## src/rtl/gate_pkg.sv

```systemverilog
// Shared operation encoding, queue state encoding and the bitwise operation helper
// used by the gate unit and its result queue.
package gate_pkg;

    typedef enum logic [2:0] {
        OP_AND    = 3'd0,
        OP_OR     = 3'd1,
        OP_XOR    = 3'd2,
        OP_XNOR   = 3'd3,
        OP_NAND   = 3'd4,
        OP_NOR    = 3'd5,
        OP_NOT_A  = 3'd6,
        OP_PASS_A = 3'd7
    } gate_op_t;

    typedef enum logic [1:0] {
        Q_EMPTY = 2'd0,
        Q_ONE   = 2'd1,
        Q_TWO   = 2'd2
    } fifo_state_t;

    localparam int OP_MAX_W = 64;

    // Operands are zero-extended to the widest legal width; callers truncate the result.
    function automatic logic [OP_MAX_W-1:0] apply_op(
        input gate_op_t              op,
        input logic [OP_MAX_W-1:0]   a,
        input logic [OP_MAX_W-1:0]   b
    );
        logic [OP_MAX_W-1:0] r;
        case (op)
            OP_AND:    r = a & b;
            OP_OR:     r = a | b;
            OP_XOR:    r = a ^ b;
            OP_XNOR:   r = ~(a ^ b);
            OP_NAND:   r = ~(a & b);
            OP_NOR:    r = ~(a | b);
            OP_NOT_A:  r = ~a;
            OP_PASS_A: r = a;
            default:   r = '0;
        endcase
        return r;
    endfunction

endpackage

```

## src/rtl/gate_fifo2.sv

```systemverilog
// Two-entry valid/ready result queue; the head entry is always held in head_q
// so the output never needs a read mux.
module gate_fifo2
    import gate_pkg::*;
#(
    parameter int DW = 9
) (
    input  logic          clk,
    input  logic          rst_n,
    input  logic          in_valid,
    output logic          in_ready,
    input  logic [DW-1:0] in_data,
    output logic          out_valid,
    input  logic          out_ready,
    output logic [DW-1:0] out_data
);

    fifo_state_t   state_q, state_d;
    logic [DW-1:0] head_q, head_d;
    logic [DW-1:0] tail_q, tail_d;
    logic          push, pop;

    always_comb begin
        state_d   = state_q;
        head_d    = head_q;
        tail_d    = tail_q;
        in_ready  = (state_q != Q_TWO);
        out_valid = (state_q != Q_EMPTY);
        push      = in_valid && in_ready;
        pop       = out_valid && out_ready;
        out_data  = out_valid ? head_q : '0;
        case (state_q)
            Q_EMPTY: begin
                if (push) begin
                    head_d  = in_data;
                    state_d = Q_ONE;
                end
            end
            Q_ONE: begin
                // With a simultaneous pop the new entry replaces the old head directly.
                case ({push, pop})
                    2'b10: begin
                        tail_d  = in_data;
                        state_d = Q_TWO;
                    end
                    2'b01:   state_d = Q_EMPTY;
                    2'b11:   head_d  = in_data;
                    default: state_d = Q_ONE;
                endcase
            end
            Q_TWO: begin
                if (pop) begin
                    head_d  = tail_q;
                    state_d = Q_ONE;
                end
            end
            default: state_d = Q_EMPTY;
        endcase
    end

    always_ff @(posedge clk or negedge rst_n) begin
        if (!rst_n) begin
            state_q <= Q_EMPTY;
            head_q  <= '0;
            tail_q  <= '0;
        end else begin
            state_q <= state_d;
            head_q  <= head_d;
            tail_q  <= tail_d;
        end
    end

endmodule

```

## src/rtl/bitwise_gate_unit.sv

```systemverilog
// Bitwise gate unit: decodes op, computes result and equality at accept time,
// queues them in a two-entry FIFO and counts accepted operand matches.
module bitwise_gate_unit
    import gate_pkg::*;
#(
    parameter int WIDTH = 8,
    parameter int CNT_W = 16
) (
    input  logic             clk,
    input  logic             rst_n,
    input  logic             in_valid,
    output logic             in_ready,
    input  logic [WIDTH-1:0] a,
    input  logic [WIDTH-1:0] b,
    input  logic [2:0]       op,
    output logic             out_valid,
    input  logic             out_ready,
    output logic [WIDTH-1:0] y,
    output logic             eq,
    input  logic             clr_cnt,
    output logic [CNT_W-1:0] match_cnt
);

    localparam logic [CNT_W-1:0] CNT_MAX = '1;

    logic             ready_en_q, ready_en_d;
    logic [CNT_W-1:0] match_cnt_q, match_cnt_d;
    logic             fifo_in_ready;
    logic             accept;
    logic             eq_calc;
    logic [WIDTH-1:0] y_calc;
    logic [WIDTH:0]   fifo_out_data;

    assign eq_calc = &(a ~^ b);
    assign y_calc  = WIDTH'(apply_op(gate_op_t'(op), OP_MAX_W'(a), OP_MAX_W'(b)));

    // ready_en_q keeps in_ready low throughout reset and until the first edge after release.
    always_comb begin
        ready_en_d  = 1'b1;
        in_ready    = ready_en_q && fifo_in_ready;
        accept      = in_valid && in_ready;
        match_cnt_d = match_cnt_q;
        if (clr_cnt) begin
            match_cnt_d = '0;
        end else if (accept && eq_calc && (match_cnt_q != CNT_MAX)) begin
            match_cnt_d = match_cnt_q + CNT_W'(1);
        end
    end

    always_ff @(posedge clk or negedge rst_n) begin
        if (!rst_n) begin
            ready_en_q  <= 1'b0;
            match_cnt_q <= '0;
        end else begin
            ready_en_q  <= ready_en_d;
            match_cnt_q <= match_cnt_d;
        end
    end

    gate_fifo2 #(
        .DW(WIDTH + 1)
    ) u_fifo (
        .clk      (clk),
        .rst_n    (rst_n),
        .in_valid (in_valid && ready_en_q),
        .in_ready (fifo_in_ready),
        .in_data  ({eq_calc, y_calc}),
        .out_valid(out_valid),
        .out_ready(out_ready),
        .out_data (fifo_out_data)
    );

    assign y         = fifo_out_data[WIDTH-1:0];
    assign eq        = fifo_out_data[WIDTH];
    assign match_cnt = match_cnt_q;

endmodule

```

## config.mk

```make
export PLATFORM = sky130hd
export DESIGN_NAME = bitwise_gate_unit
export DESIGN_NICKNAME = d
export VERILOG_FILES = /design/src/rtl/gate_pkg.sv /design/src/rtl/gate_fifo2.sv /design/src/rtl/bitwise_gate_unit.sv
export SDC_FILE = /design/constraint.sdc
export NUM_CORES = 1
export LEC_CHECK = 0
export BUFFER_PORTS_ARGS = -buffer_cell sky130_fd_sc_hd__buf_2
export CORE_MARGIN = 1
export CORE_UTILIZATION = 41
export CTS_CLUSTER_SIZE = 24
export DETAILED_ROUTE_END_ITERATION = 6
export MAX_ROUTING_LAYER = met4
export PLACE_DENSITY = 0.59
export REMOVE_ABC_BUFFERS = 1
export SKIP_LAST_GASP = 1
export SYNTH_ARGS = -nofsm -noshare
export SYNTH_HDL_FRONTEND = slang
export SYNTH_SLANG_ARGS = --single-unit
```

## constraint.sdc

```tcl
create_clock -name clk -period 3 [get_ports clk]
set_input_delay 0.45 -clock clk [delete_from_list [all_inputs] [get_ports clk]]
set_output_delay 0.45 -clock clk [all_outputs]
set_load 0.005 [all_outputs]
```

## After elaboration in Yosys (flattened, before gate mapping)

Index checks and enable logic that the tools add are counted.

| storage, ports and cells | value |
|---|---|
| word-level logic and storage cells | 60 |
| input bits | 24 |
| output and inout bits | 27 |
| register bits | 37 |

| cells by class | value |
|---|---|
| bitwise logic cells | 8 |
| add/subtract/negate cells | 1 |
| equality and inequality tests | 18 |
| reductions and logical operators | 16 |
| multiplexer cells | 12 |

Operator list:

| cell | number |
|---|---|
| case mux 8 bit (8 select lines) | 1 |
| 2-to-1 mux 9 bit | 4 |
| 2-to-1 mux 16 bit | 2 |
| NOT 8 bit | 4 |
| case mux 9 bit (3 select lines) | 1 |
| adder 16 x 1 -> 16 bit, second input constant | 1 |
| != test 16 bit, second input constant | 1 |
| == test 3 bit, second input constant | 4 |
| case mux 2 bit (3 select lines) | 2 |
| AND 8 bit | 1 |
| OR 8 bit | 1 |
| AND reduction 8 bit | 1 |
| XNOR 8 bit | 1 |
| XOR 8 bit | 1 |
| logical AND 1 bit | 7 |
| == test 2 bit, second input constant | 3 |
| == test 3 x 2 -> 1 bit, second input constant | 2 |
| != test 2 bit, second input constant | 3 |
| == test 2 x 1 -> 1 bit, second input constant | 2 |
| 2-to-1 mux 2 bit | 2 |
| != test 2 x 1 -> 1 bit, second input constant | 2 |
| AND reduction 4 bit | 1 |
| nonzero test 2 bit | 2 |
| == test 3 x 1 -> 1 bit, second input constant | 1 |
| 5 further kinds | 5 |

## Logic depth before layout (Yosys ltp)

| logic depth | value |
|---|---|
| depth in word-level cells | 7 |
| gate-level depth with buffers | 9 |
| depth with buffers taken out | 7 |

## Cells and area by module

From an unflattened synthesis, not the netlist that was laid out.

| unflattened totals | value |
|---|---|
| cell total of the unflattened synthesis | 293 |
| area total of the unflattened synthesis | 2865.2 um^2 |

By module, submodules not included:

| module | instances | seq. area each (um^2) | cells each | area an instance (um^2) |
|---|---|---|---|---|
| bitwise_gate_unit | 1 | 425.4 | 219 | 1853.0 |
| gate_fifo2 | 1 | 500.5 | 74 | 1012.2 |

## Worst setup path after synthesis

OpenSTA, ideal clock, no wires.

| path | value |
|---|---|
| path kind | input -> register |
| start | in a[4] |
| end | reg match_cnt_q[13] (netlist: match_cnt[13]) |
| stages | 8 |
| arrival | 2.432 ns |
| path slack | 0.491 ns |
| buffers on the path | 1 |
| cells stage by stage | inv_1 -> ha_1 -> or4_4 -> nor4b_4 -> buf_6 -> nand2_4 -> or4_1 -> a21oi_1 |

| on the way | value |
|---|---|
| cells in the longest elaborated chain, start to end | 5 |

Ends and longest elaborated chain:

| item | line | source |
|---|---|---|
| start, declared | bitwise_gate_unit.sv:13 | `input logic [WIDTH-1:0] a,` |
| XNOR 8 bit | bitwise_gate_unit.sv:34 | `assign eq_calc = &(a ~^ b);` |
| AND reduction 8 bit | bitwise_gate_unit.sv:34 |  |
| logical AND 1 bit (2 in series) | bitwise_gate_unit.sv:45 | `end else if (accept && eq_calc && (match_cnt_q != CNT_MAX)) begin` |
| nonzero test 2 bit (no line) | -- |  |
| end signal, assigned | bitwise_gate_unit.sv:56 | `match_cnt_q <= match_cnt_d;` |
| end, declared | bitwise_gate_unit.sv:27 | `logic [CNT_W-1:0] match_cnt_q, match_cnt_d;` |

No other way between the ends.
A chain may end at the register's enable or synchronous reset.

## Final worst setup path

| path | value |
|---|---|
| start | in a[5] |
| end | reg match_cnt_q[11] (netlist: match_cnt[11]) |

The elaborated chain is that of the path after synthesis.

==> flow_metrics.tcl <==
set metrics [dict create \
    route.vias.total 1975 \
    cts_hold_buf 0 \
    min_path_type "primary input to asynchronous set/reset pin" \
    clock_latency_ns 0.28 \
    place_hpwl_um 3760 \
    grt_busiest_layer "met2" \
    ff2ff_setup_slack_ns 0.87 \
    layout_commonest_cell "buf_2" \
    worst_path_most_repeated_cell "or4_1" \
    post-route-min-period_ns 2.50 \
    path_class "primary input to register" \
    diodes 0 \
    die-area_um2 6660 \
    drtIter0Drc 80 \
    grt_max_degree 38 \
    critPathMaxStageDelay_ns 0.60 \
    ys_top_cells_by_area "dfrtp_1, ha_1, mux2_2, mux2i_1, xnor2_1" \
    cts_root_buf "clkbuf_8" \
    arrival_ns 2.71 \
    hold_viol 0 \
    use_met3_pct 3.00 \
    yosys_warnings 0 \
    grt_use_total_pct 17.2 \
    drc_errors 0 \
    htree_levels 2 \
    drt_pass1_iterations 4 \
    grt_pass1_vias 1874 \
    slew_headroom_pct 44.8 \
    synth_flop_cell "dfrtp_1" \
    powerDensity_nw_per_um2 539 \
    antenna_found_initial 0 \
    required_ns 3.20 \
    clk_pin_slew_ns 0.07 \
    die_height_um 81.6 \
    syn_avg_cell_area_um2 9.67 \
    setup_tns_ns 0 \
    final_util_pct 49.9 \
    async_flop_share_pct 100 \
    syn-instance-count 269 \
    grt-ovfl-total 0 \
    use_met1_pct 23.3 \
    critPathLaunchType "primary input" \
    fin_skew_ns 0.00182 \
    pin_count 51 \
    place_congestion 0.708 \
    clock_path_buffers 2 \
    yosys_register_bits 37 \
    synth_edf_count 0 \
    routed_via_density 5.03 \
    worst_pin_slew_ns 0.829 \
    path_max_fanout 6 \
    post_cts_buffers 0 \
    rsz0062_at_grt "false" \
    ys_types 38 \
    fmax_ghz 0.399 \
    cts_inserted_buffers 5 \
    p_leak_nw 1.50 \
    ys_seq_area_share_pct 35.6 \
    slowest_stage "or4_1" \
    yosys.area.top_type "dfrtp_1" \
    wirelength_um 5090 \
    ant_nets 0 \
    slew_violations 0 \
    fin_total_pwr_w 0.00162 \
    cts_resized 0 \
    finalSetupViolations 0 \
    post_drt_wl_per_cell_um 12.9 \
    drive_above_1_share_pct 28.0 \
    synth.top_cell.area_share_pct 35.6 \
    portBuffers 50 \
    endpoint_kind "register" \
    status "completed" \
    crit_chain "buf_2 -> inv_1 -> ha_1 -> or4_1 -> nor4b_4 -> nand2_4 -> or4_1 -> a21oi_1" \
    die_x_um 81.6 \
    cts_tree "built" \
    areaGrowthSynthToFinish_pct 15.6 \
    peakVddDrop_mv 0.338 \
    maxCapViolCount 0 \
    finalCritPeriodShare_pct 83.5 \
    grt_pass1_wl_um 8560 \
    rows 28 \
    clock_sinks 37 \
    coreArea_um2 6030 \
    mostFrequentLayoutCells "buf_2, dfrtp_1, inv_1" \
    syn_area_um2 2600 \
    initial_core_util_pct 43.1 \
    use_met2_pct 26.7 \
    nNetsFinal 361 \
]
==> synthesized netlist by cell type (3+ instances only) <==
cell type,instances
dfrtp_1,37
inv_1,27
nor2_1,21
ha_1,19
mux2i_1,18
mux2_2,17
nand2_1,17
xnor2_1,17
nor2b_1,13
a21oi_1,9
clkbuf_1,8
o221a_2,8
xor2_1,7
nand2b_1,4
nand3_1,4
o21ai_0,4
or3_1,4
or4_1,4
o211ai_1,3
o31ai_1,3
==> state kept, by name, indices dropped and copies added, names as in the netlist <==
register,cells
u_fifo.state_q,2
u_fifo.tail_q,9
match_cnt,16
u_fifo.head_q,9
ready_en_q,1
==> layout make-up <==
class	instances	area (µm²)
inverters	27	101
multi-input cells	193	1520
clock buffers	7	86.3
flip-flops and latches	37	926
fillers	588	3020
well taps	75	93.8
repair buffers	54	280
==> cells by family after synthesis <==
family / synth area share, %
other: 0.144
and+or+nand+nor: 17.5
muxes: 14.3
buffers and inverters: 6.02
adders and majority gates: 9.14
DFF: 35.6
xor gates and xnor gates: 8.08
AOI/OAI and AO/OA: 9.24
==> worst paths after layout <==
check                                              from                       endpoint  cells after the start
min in group clk                              out_ready  u_fifo.state_q[1]$_DFFE_PN0P_                      2
min reg2reg                u_fifo.tail_q[6]$_DFFE_PN0P_   u_fifo.tail_q[6]$_DFFE_PN0P_                      1
max reg2reg                    match_cnt[6]$_DFFE_PN0P_       match_cnt[9]$_DFFE_PN0P_                      5
max                                                a[5]      match_cnt[11]$_DFFE_PN0P_                      8
max in group asynchronous                         rst_n   u_fifo.head_q[0]$_DFFE_PN0P_                      1
min                                               rst_n      match_cnt[12]$_DFFE_PN0P_                      1
==> routing by layer <==
metal | vias up | wire length (µm)
met4 | 0 | 40
met5 | - | 0
met2 | 25 | 2350
met3 | 4 | 123
li1 | 1010 | -
met1 | 936 | 2570
==> through the flow <==
step,std cells,hold WS [ns],setup slack [ns],area (µm²)
after floorplan,257,0.154,0.358,2540
after global placement,386,0.487,0.258,2920
after detailed placement,386,0.495,0.212,2920
after CTS,393,0.292,0.498,3010
after global routing,393,0.329,0.396,3010
final,393,0.269,0.495,3010
==> critical path, delay by kind of cell <==
kind / cells / cell delay, ns
and+or+nand+nor: 4 / 1.64
AOI/OAI and AO/OA: 1 / 0.17
buffers and inverters: 2 / 0.14
adders and majority gates: 1 / 0.30
==> report_power, final <==
part / internal [W] / switching, W / total (W)
sequential: 0.000624 / 0.0000651 / 0.000689
clock: 0.000182 / 0.000161 / 0.000343
combinational: 0.000315 / 0.000271 / 0.000586
total: 0.00112 / 0.000497 / 0.00162
Note: power is estimated with default switching activity, not from simulation.
